[src/rtl/mem_pkg.sv]
`default_nettype none
// ============================================================================
// mem_pkg : shared encodings and helpers for the MEM stage
// Rev 1.0
// ============================================================================
package mem_pkg;

    typedef enum logic [1:0] {
        LD_B = 2'd0,
        LD_H = 2'd1,
        LD_W = 2'd2,
        LD_D = 2'd3
    } ld_size_e;

    typedef enum logic [1:0] {
        ST_EMPTY = 2'd0,
        ST_WAIT  = 2'd1,
        ST_READY = 2'd2
    } stage_e;

    // Ceiling log2, floored at 1 so derived vectors never collapse to zero width.
    function automatic int clog2(input int value);
        int r;
        r = 0;
        for (int v = value - 1; v > 0; v = v >> 1) begin
            r = r + 1;
        end
        return (r < 1) ? 1 : r;
    endfunction

endpackage
`default_nettype wire

[src/rtl/ld_align.sv]
`default_nettype none
// ============================================================================
// ld_align : combinational load-lane extractor with sign/zero extension
// Rev 1.0
// ============================================================================
module ld_align
    import mem_pkg::*;
#(
    parameter  int DATA_W = 32,
    localparam int OFF_W  = clog2(DATA_W / 8)
) (
    input  logic [DATA_W-1:0] rdata_i,
    input  logic [OFF_W-1:0]  addr_lo_i,
    input  logic [1:0]        size_i,
    input  logic              unsigned_i,
    output logic [DATA_W-1:0] data_o
);

    localparam logic [OFF_W-1:0] H_MASK = ~OFF_W'(1);
    localparam logic [OFF_W-1:0] W_MASK = ~OFF_W'(3);

    logic [OFF_W-1:0] off_h;
    logic [OFF_W-1:0] off_w;
    logic [7:0]       lane_b;
    logic [15:0]      lane_h;
    logic [31:0]      lane_w;

    // Wider accesses ignore the low offset bits instead of faulting.
    assign off_h  = addr_lo_i & H_MASK;
    assign off_w  = addr_lo_i & W_MASK;
    assign lane_b = rdata_i[{addr_lo_i, 3'b000} +: 8];
    assign lane_h = rdata_i[{off_h, 3'b000} +: 16];
    assign lane_w = rdata_i[{off_w, 3'b000} +: 32];

    always_comb begin
        data_o = rdata_i;
        case (ld_size_e'(size_i))
            LD_B:    data_o = unsigned_i ? DATA_W'(lane_b) : DATA_W'(signed'(lane_b));
            LD_H:    data_o = unsigned_i ? DATA_W'(lane_h) : DATA_W'(signed'(lane_h));
            LD_W:    data_o = unsigned_i ? DATA_W'(lane_w) : DATA_W'(signed'(lane_w));
            default: data_o = rdata_i;
        endcase
    end

endmodule
`default_nettype wire

[src/rtl/mem_stage_ls.sv]
`default_nettype none
// ============================================================================
// mem_stage_ls : MEM pipeline stage with data-SRAM wait and flush discard
// Rev 1.0
// ============================================================================
module mem_stage_ls
    import mem_pkg::*;
#(
    parameter  int DATA_W  = 32,
    parameter  int PC_W    = 32,
    parameter  int RF_AW   = 5,
    parameter  int MAX_OUT = 2,
    localparam int OFF_W   = clog2(DATA_W / 8)
) (
    input  logic              clk,
    input  logic              reset,
    input  logic              flush,
    input  logic              ex_to_mem_valid,
    output logic              mem_allowin,
    input  logic [PC_W-1:0]   in_pc,
    input  logic              in_rf_we,
    input  logic [RF_AW-1:0]  in_rf_waddr,
    input  logic [DATA_W-1:0] in_alu_result,
    input  logic              in_req_issued,
    input  logic              in_res_from_mem,
    input  logic [1:0]        in_ld_size,
    input  logic              in_ld_unsigned,
    input  logic [OFF_W-1:0]  in_addr_lo,
    input  logic              data_sram_data_ok,
    input  logic [DATA_W-1:0] data_sram_rdata,
    output logic              mem_to_wb_valid,
    input  logic              wb_allowin,
    output logic [PC_W-1:0]   out_pc,
    output logic              out_rf_we,
    output logic [RF_AW-1:0]  out_rf_waddr,
    output logic [DATA_W-1:0] out_rf_wdata,
    output logic              fwd_we,
    output logic [RF_AW-1:0]  fwd_waddr,
    output logic [DATA_W-1:0] fwd_wdata,
    output logic              fwd_pending
);

    localparam int             CNT_W   = clog2(MAX_OUT + 1);
    localparam logic [CNT_W-1:0] CNT_MAX = CNT_W'(MAX_OUT);

    stage_e             state_q, state_d;
    logic [CNT_W-1:0]   cnt_q, cnt_d;
    logic [PC_W-1:0]    pc_q;
    logic               rf_we_q;
    logic [RF_AW-1:0]   rf_waddr_q;
    logic [DATA_W-1:0]  alu_q;
    logic               res_mem_q;
    logic [1:0]         size_q;
    logic               uns_q;
    logic [OFF_W-1:0]   addr_lo_q;
    logic [DATA_W-1:0]  rdata_q;

    logic               in_fire;
    logic               discard;
    logic               killed_owed;
    logic               capture;
    logic [DATA_W-1:0]  ld_data;
    logic [DATA_W-1:0]  wdata;

    always_comb begin
        in_fire     = ex_to_mem_valid & mem_allowin & ~flush;
        discard     = data_sram_data_ok & (cnt_q != '0);
        killed_owed = flush & (state_q == ST_WAIT);
        capture     = (state_q == ST_WAIT) & data_sram_data_ok & ~discard & ~flush;

        // A response arriving with the kill belongs to the oldest owed request,
        // so the count stays level: one consumed, one newly orphaned.
        cnt_d = cnt_q;
        if (killed_owed) begin
            if (!data_sram_data_ok && (cnt_q != CNT_MAX)) begin
                cnt_d = cnt_q + CNT_W'(1);
            end
        end else if (discard) begin
            cnt_d = cnt_q - CNT_W'(1);
        end

        state_d = state_q;
        if (flush) begin
            state_d = ST_EMPTY;
        end else if (in_fire) begin
            state_d = in_req_issued ? ST_WAIT : ST_READY;
        end else if (capture) begin
            state_d = ST_READY;
        end else if ((state_q == ST_READY) && wb_allowin) begin
            state_d = ST_EMPTY;
        end
    end

    always_ff @(posedge clk) begin
        if (reset) begin
            state_q    <= ST_EMPTY;
            cnt_q      <= '0;
            pc_q       <= '0;
            rf_we_q    <= 1'b0;
            rf_waddr_q <= '0;
            alu_q      <= '0;
            res_mem_q  <= 1'b0;
            size_q     <= '0;
            uns_q      <= 1'b0;
            addr_lo_q  <= '0;
            rdata_q    <= '0;
        end else begin
            state_q <= state_d;
            cnt_q   <= cnt_d;
            if (in_fire) begin
                pc_q       <= in_pc;
                rf_we_q    <= in_rf_we;
                rf_waddr_q <= in_rf_waddr;
                alu_q      <= in_alu_result;
                res_mem_q  <= in_res_from_mem;
                size_q     <= in_ld_size;
                uns_q      <= in_ld_unsigned;
                addr_lo_q  <= in_addr_lo;
            end
            if (capture) begin
                rdata_q <= data_sram_rdata;
            end
        end
    end

    ld_align #(
        .DATA_W (DATA_W)
    ) u_ld_align (
        .rdata_i    (rdata_q),
        .addr_lo_i  (addr_lo_q),
        .size_i     (size_q),
        .unsigned_i (uns_q),
        .data_o     (ld_data)
    );

    assign wdata           = res_mem_q ? ld_data : alu_q;
    assign mem_allowin     = (state_q == ST_EMPTY) | ((state_q == ST_READY) & wb_allowin);
    assign mem_to_wb_valid = (state_q == ST_READY);
    assign out_pc          = pc_q;
    assign out_rf_we       = rf_we_q & mem_to_wb_valid;
    assign out_rf_waddr    = rf_waddr_q;
    assign out_rf_wdata    = wdata;
    assign fwd_we          = rf_we_q & (state_q != ST_EMPTY);
    assign fwd_waddr       = rf_waddr_q;
    assign fwd_wdata       = wdata;
    assign fwd_pending     = fwd_we & (state_q == ST_WAIT);

`ifndef SYNTHESIS
    always_ff @(posedge clk) begin
        if (!reset) begin
            assert (!(data_sram_data_ok && (cnt_q == '0) && (state_q != ST_WAIT)))
                else $error("mem_stage_ls: data_ok with no owed response");
            assert (!(killed_owed && !data_sram_data_ok && (cnt_q == CNT_MAX)))
                else $error("mem_stage_ls: discard counter overflow");
        end
    end
`endif

endmodule
`default_nettype wire
[config.mk]
export PLATFORM = sky130hd
export DESIGN_NAME = mem_stage_ls
export DESIGN_NICKNAME = d
export VERILOG_FILES = /design/src/rtl/mem_pkg.sv /design/src/rtl/ld_align.sv /design/src/rtl/mem_stage_ls.sv
export SDC_FILE = /design/constraint.sdc
export NUM_CORES = 1
export LEC_CHECK = 0
export CAP_MARGIN = 0
export CORE_MARGIN = 2
export CORE_UTILIZATION = 46
export DETAILED_ROUTE_END_ITERATION = 8
export PLACE_DENSITY = 0.82
export SLEW_MARGIN = 10
export SYNTH_ARGS = -nofsm -noshare
export SYNTH_HDL_FRONTEND = slang
export SYNTH_SLANG_ARGS = --single-unit
[constraint.sdc]
create_clock -name clk -period 2.1 [get_ports clk]
set_input_delay 0.21 -clock clk [delete_from_list [all_inputs] [get_ports clk]]
set_output_delay 0.21 -clock clk [all_outputs]
set_load 0.01 [all_outputs]
After elaboration in Yosys (flattened, before gate mapping)
Cells that the tools add are included.

word-level totals
  bits in registers = 112
  word-level logic and storage cells = 56
  bits of input ports = 115
  output and inout bits = 111

cells by class
  mux-type cells = 11
  eq/ne operators = 5
  $add $sub $neg = 2
  bitwise logic cells = 14
  shift operators = 2
  reductions and logical operators = 11

operator list
  operator                                                             number
  32-bit 2-to-1 mux                                                    3
  32-bit case mux with 2 select lines                                  1
  32-bit by 6-bit indexed part select with 16-bit output               1
  32-bit by 6-bit indexed part select with 8-bit output                1
  2-bit 2-to-1 mux                                                     7
  1-bit bitwise AND                                                    11
  2-bit nonzero test                                                   3
  2-bit by 1-bit == test with 1-bit output (second input constant)     2
  2-bit zero test                                                      2
  3-bit nonzero test                                                   1
  2-bit by 1-bit adder with 2-bit output (second input constant)       1
  2-bit == test (second input constant)                                1
  1-bit logical AND                                                    2
  2-bit by 1-bit != test with 1-bit output (second input constant)     1
  2-bit != test (second input constant)                                1
  1-bit NOT                                                            2
  2-bit AND reduction                                                  1
  2-bit OR reduction                                                   1
  2-bit by 1-bit subtractor with 2-bit output (second input constant)  1
  1-bit zero test                                                      1
  1-bit OR                                                             1

Longest topological paths before layout
  word-level depth = 7
  depth in mapped cells = 6

Cells and area by module
A second synthesis with hierarchy kept.

second synthesis, totals
  cell total of the unflattened synthesis = 693
  area, all modules = 6454.9 sq um

by module, submodules not included
  module        cells each  instances  area an instance (sq um)
  mem_stage_ls  576         1          5740.5
  ld_align      117         1          714.4

Least setup slack after synthesis
Ideal clock, no wire load.

  path kind = reg2out
  start point = register uns_q
  end point = output out_rf_wdata[26]
  cell stages (with the launch flop) = 7
  slack = 268 ps
  arrival = 1622 ps
  path through = dfxtp_1 -> or2_2 -> clkbuf_1 -> buf_2 -> a31o_2 -> a41oi_1 -> buf_4

between the ends
  longest elaborated chain between the ends = 3

ends and longest elaborated chain
  element                                      line                            RTL
  start, declared                              mem_stage_ls.sv:54              logic uns_q;
  start signal, assigned                       mem_stage_ls.sv:117             uns_q <= in_ld_unsigned;
  32-bit 2-to-1 mux, on equally long branches  ld_align.sv:39, ld_align.sv:38
  32-bit case mux with 2 select lines (*)      ld_align.sv:37                  case (ld_size_e'(size_i))
  32-bit 2-to-1 mux (*)                        mem_stage_ls.sv:136             assign wdata = res_mem_q ? ld_data : alu_q;
  end, declared                                mem_stage_ls.sv:36              output logic [DATA_W-1:0] out_rf_wdata,

Mark *: on every way between the ends. The rest lies on a longest branch, timed or not.

Worst setup path after layout
  start point = register addr_lo_q[1]
  end point = output out_rf_wdata[28]

between the ends
  longest elaborated chain between the ends = 4

ends and longest elaborated chain
  element                                                                                                                          line                            RTL
  start, declared                                                                                                                  mem_stage_ls.sv:55              logic [OFF_W-1:0] addr_lo_q;
  start signal, assigned                                                                                                           mem_stage_ls.sv:118             addr_lo_q <= in_addr_lo;
  32-bit by 6-bit indexed part select with 16-bit output or 32-bit by 6-bit indexed part select with 8-bit output (tied branches)  ld_align.sv:32, ld_align.sv:31
  32-bit 2-to-1 mux, on equally long branches                                                                                      ld_align.sv:39, ld_align.sv:38
  32-bit case mux with 2 select lines (*)                                                                                          ld_align.sv:37
  32-bit 2-to-1 mux (*)                                                                                                            mem_stage_ls.sv:136

Marks and branches as above.

==> results by group <==
Outcome
  – Status: complete, but fails checks
  – Failing checks: negative setup slack

Clock network
  – Clock Path Buffers: 2
  – CTS buffer count: 9
  – Worst skew pair latency: 0.36 ns
  – CTS clock-pin slew for the worst setup and hold paths: 0.07 ns
  – CTS Hold Bufs: 0
  – Root Driver: clkbuf_16
  – CTS Sinks: 112
  – CTS tree: done
  – H-tree levels: 3

Synthesis
  – Post-synth cell types: 53
  – Number of synthesized flops with an enable pin: 0
  – Post-synth ARST share: 0
  – Synthesized Nets: 868
  – Flops & latches, synth: 112
  – Mapped Area: 0.00631 mm2
  – Seq/Total Area, Yosys: 0.355
  – Number of synthesis warnings: 0
  – Cells after Synth: 753
  – Post-synth top flop: dfxtp_1
  – Avg Inst Size Synth: 8.38 um2

Global routing
  – Vias in the first global route: 6279
  – Initial antenna violation count: 0
  – Largest net degree at the start of global routing: 78
  – First-pass GRT wire length: 33000 um
  – Gr usage total: 0.282
  – Total congestion overflow: 0

Floorplan
  – Row count: 42
  – Die Width: 121 um
  – Initial Util: 0.474
  – Chip height: 121 um
  – IO Count: 226
  – Die ar.: 0.0147 mm2
  – Core footprint: 0.0133 mm2

Route
  – Antenna viol nets, final: 0
  – DRC viols: 0
  – Via count: 6833
  – Mean number of vias per cell: 6.21
  – Routed WL: 21800 um
  – TritonRoute pass-1 iters: 5
  – Detailed-route wire length per cell: 19.8 um
  – Initial DRC count: 609

Cells and area
  – P&R area growth vs syn: 42.3%
  – Final Non-Filler Cells: 1101
  – Filler Cells Inserted: 1092
  – Post-layout util: 0.675
  – # diodes: 0
  – Sequential cell area: 0.00226 mm2
  – Commonest non-fill, non-tap cell in the layout: clkdlybuf4s50_1
  – Final nets: 1035
  – Design Area, Final: 0.00898 mm2
  – Footprint of the multi-input gates: 0.00350 mm2
  – Most frequent cells in the layout: 160 x clkdlybuf4s50_1, 112 x a21oi_1, 104 x dfxtp_1
  – Layout cell share with drive strength beyond 1: 0.230

Place
  – Post-DP Area: 0.00844 mm2
  – Placed Cells: 1067
  – GPL Wtd Cong: 0.931
  – Post-DP HPWL: 14200 um
  – Count of input and output buffers: 225

Setup path
  – Crit-path max FO: 6
  – Crit end category: output port
  – Worst path required time: 1.89 ns
  – Reg2reg path depth: 4
  – Slowest stage delay, CP: 0.36 ns
  – Most used cell, CP: buf_6
  – Slowest CP cell: dfxtp_4
  – Nature of the critical path startpoint: flop
  – Arrival time at the worst endpoint: 1.95 ns
  – Kind of critical path: flop to output port
  – Worst-path cell chain: buf_6, mux2_4, a22oi_2, buf_6, buf_6, buf_6, a41oi_2, buf_2

Timing
  – Tcrit/Tclk final: 1.03
  – Slew Viols, Final: 0
  – Achievable Freq: 463 MHz
  – Final worst slack: -0.0597 ns
  – Slew margin rel.: 0.550
  – Clk_skew: 0.00486 ns
  – Unrepaired setup endpoints after global routing: yes
  – Final setup viols: 16
  – Final Hold Violating Endpoints: 0
  – Min Tclk post-route: 2.16 ns
  – Worst-margin pin slew: 0.674 ns

Power and ir drop
  – Cell Pwr Density: 585 mW/mm2
  – Pleak: 3.22 nW
  – VDD IR-drop max: 0.000405 V

Hold path
  – WHS Path Cells: 2
  – Worst hold-check path type: primary input to flop

Flow run
  – Max-cap violations: 0
[Yosys cell counts (4+ instances only)]
cell type,number,area (um2)
o22a_1,6,52.6
nand2b_1,4,25.0
o31ai_1,76,571
a21oi_1,117,586
nand4_1,51,319
mux2_2,11,124
buf_2,24,120
nand2_1,27,101
a221o_1,6,60.1
a31o_1,6,52.6
clkbuf_1,51,191
nand4b_1,26,228
o21ai_0,4,20.0
buf_6,9,101
o21ai_1,27,135
dfxtp_1,112,2240
nand3_1,31,155
o22ai_1,9,56.3
nor2_1,22,82.6
nor3_1,9,45.0
a31o_2,10,87.6
nor2b_1,7,43.8
buf_4,42,315
mux2i_1,7,70.1
clkbuf_8,5,68.8
a41oi_1,16,140
[critical path, delay by kind of cell, from the launching register on]
family                 cells  cell delay [ns]
AO/OA/AOI/OAI              2             0.27
buffers and inverters      5             0.67
flip-flops                 1             0.36
multiplexers               1             0.29
[power breakdown]
part	internal, mW	leakage, nW	switching (mW)
combinational	0.573	2.15	0.516
clock	1.12	0.161	0.798
sequential	2.19	0.916	0.0583
[state kept, by name (all words and copies together), names as in the netlist]
register,flops
state_q,2
out_pc,32
addr_lo_q,2
cnt_q,2
fwd_waddr,5
size_q,2
uns_q,1
res_mem_q,1
rf_we_q,1
alu_q,32
rdata_q,32
[cell type report]
cell class,instances,share of cell area
multi-input combinational,501,0.389
timing repair buffer,292,0.296
sequential,112,0.252
clock buffer,11,0.0283
tap,176,0.0245
clock inverter,5,0.00864
inverter,4,0.00167
[layer usage]
layer / track usage / wire, um
met3: 0.0555 / 1840
met2: 0.449 / 10200
met1: 0.374 / 9030
met5: 0 / 0
met4: 0.111 / 687
[through the flow]
| stage | setup WS, ns | hold WS [ns] | TNS [ns] | total power [mW] |
|---|---|---|---|---|
| final | -0.0597 | 0.311 | -0.764 | 5.26 |
| after detailed placement | -0.130 | 0.460 | -2.99 | 3.40 |
| after global routing | -0.119 | 0.322 | -2.15 | 5.42 |
| after floorplan | 0.268 | 0.338 | 0 | 2.85 |
| after global placement | -0.0603 | 0.455 | -1.39 | 3.39 |
| after CTS | -0.0860 | 0.293 | -1.59 | 5.23 |
[repair_timing]
| item | in CTS | in global routing |
|---|---|---|
| pin swaps | 17 | 10 |
| gates resized for setup | 286 | 35 |
| endpoints found under the setup margin | 64 | 62 |
| gates cloned | 0 | 0 |
| buffers inserted | 16 | 6 |
[path summary, 6_finish.rpt]
path / startpoint / to / slack, ns
setup / recovery: addr_lo_q[1] / out_rf_wdata[28] / -0.06
hold / removal: reset / out_pc[28] / 0.31
setup reg to reg: state_q[0] / cnt_q[0] / 0.37
hold reg to reg: out_pc[21] / out_pc[21] / 0.47
[kinds of logic (layout without fill, tap and decap cells)]
group                     after synthesis  count (layout)  share of synthesized area
muxes                                  18              18                     0.0307
xor gates and xnor gates                1               1                    0.00139
DFF                                   112             112                      0.355
buffers and inverters                 140             312                      0.134
and+or+nand+nor                       191             191                      0.180
AOI/OAI and AO/OA                     291             291                      0.298
Note: power is estimated with default switching activity, not from simulation.
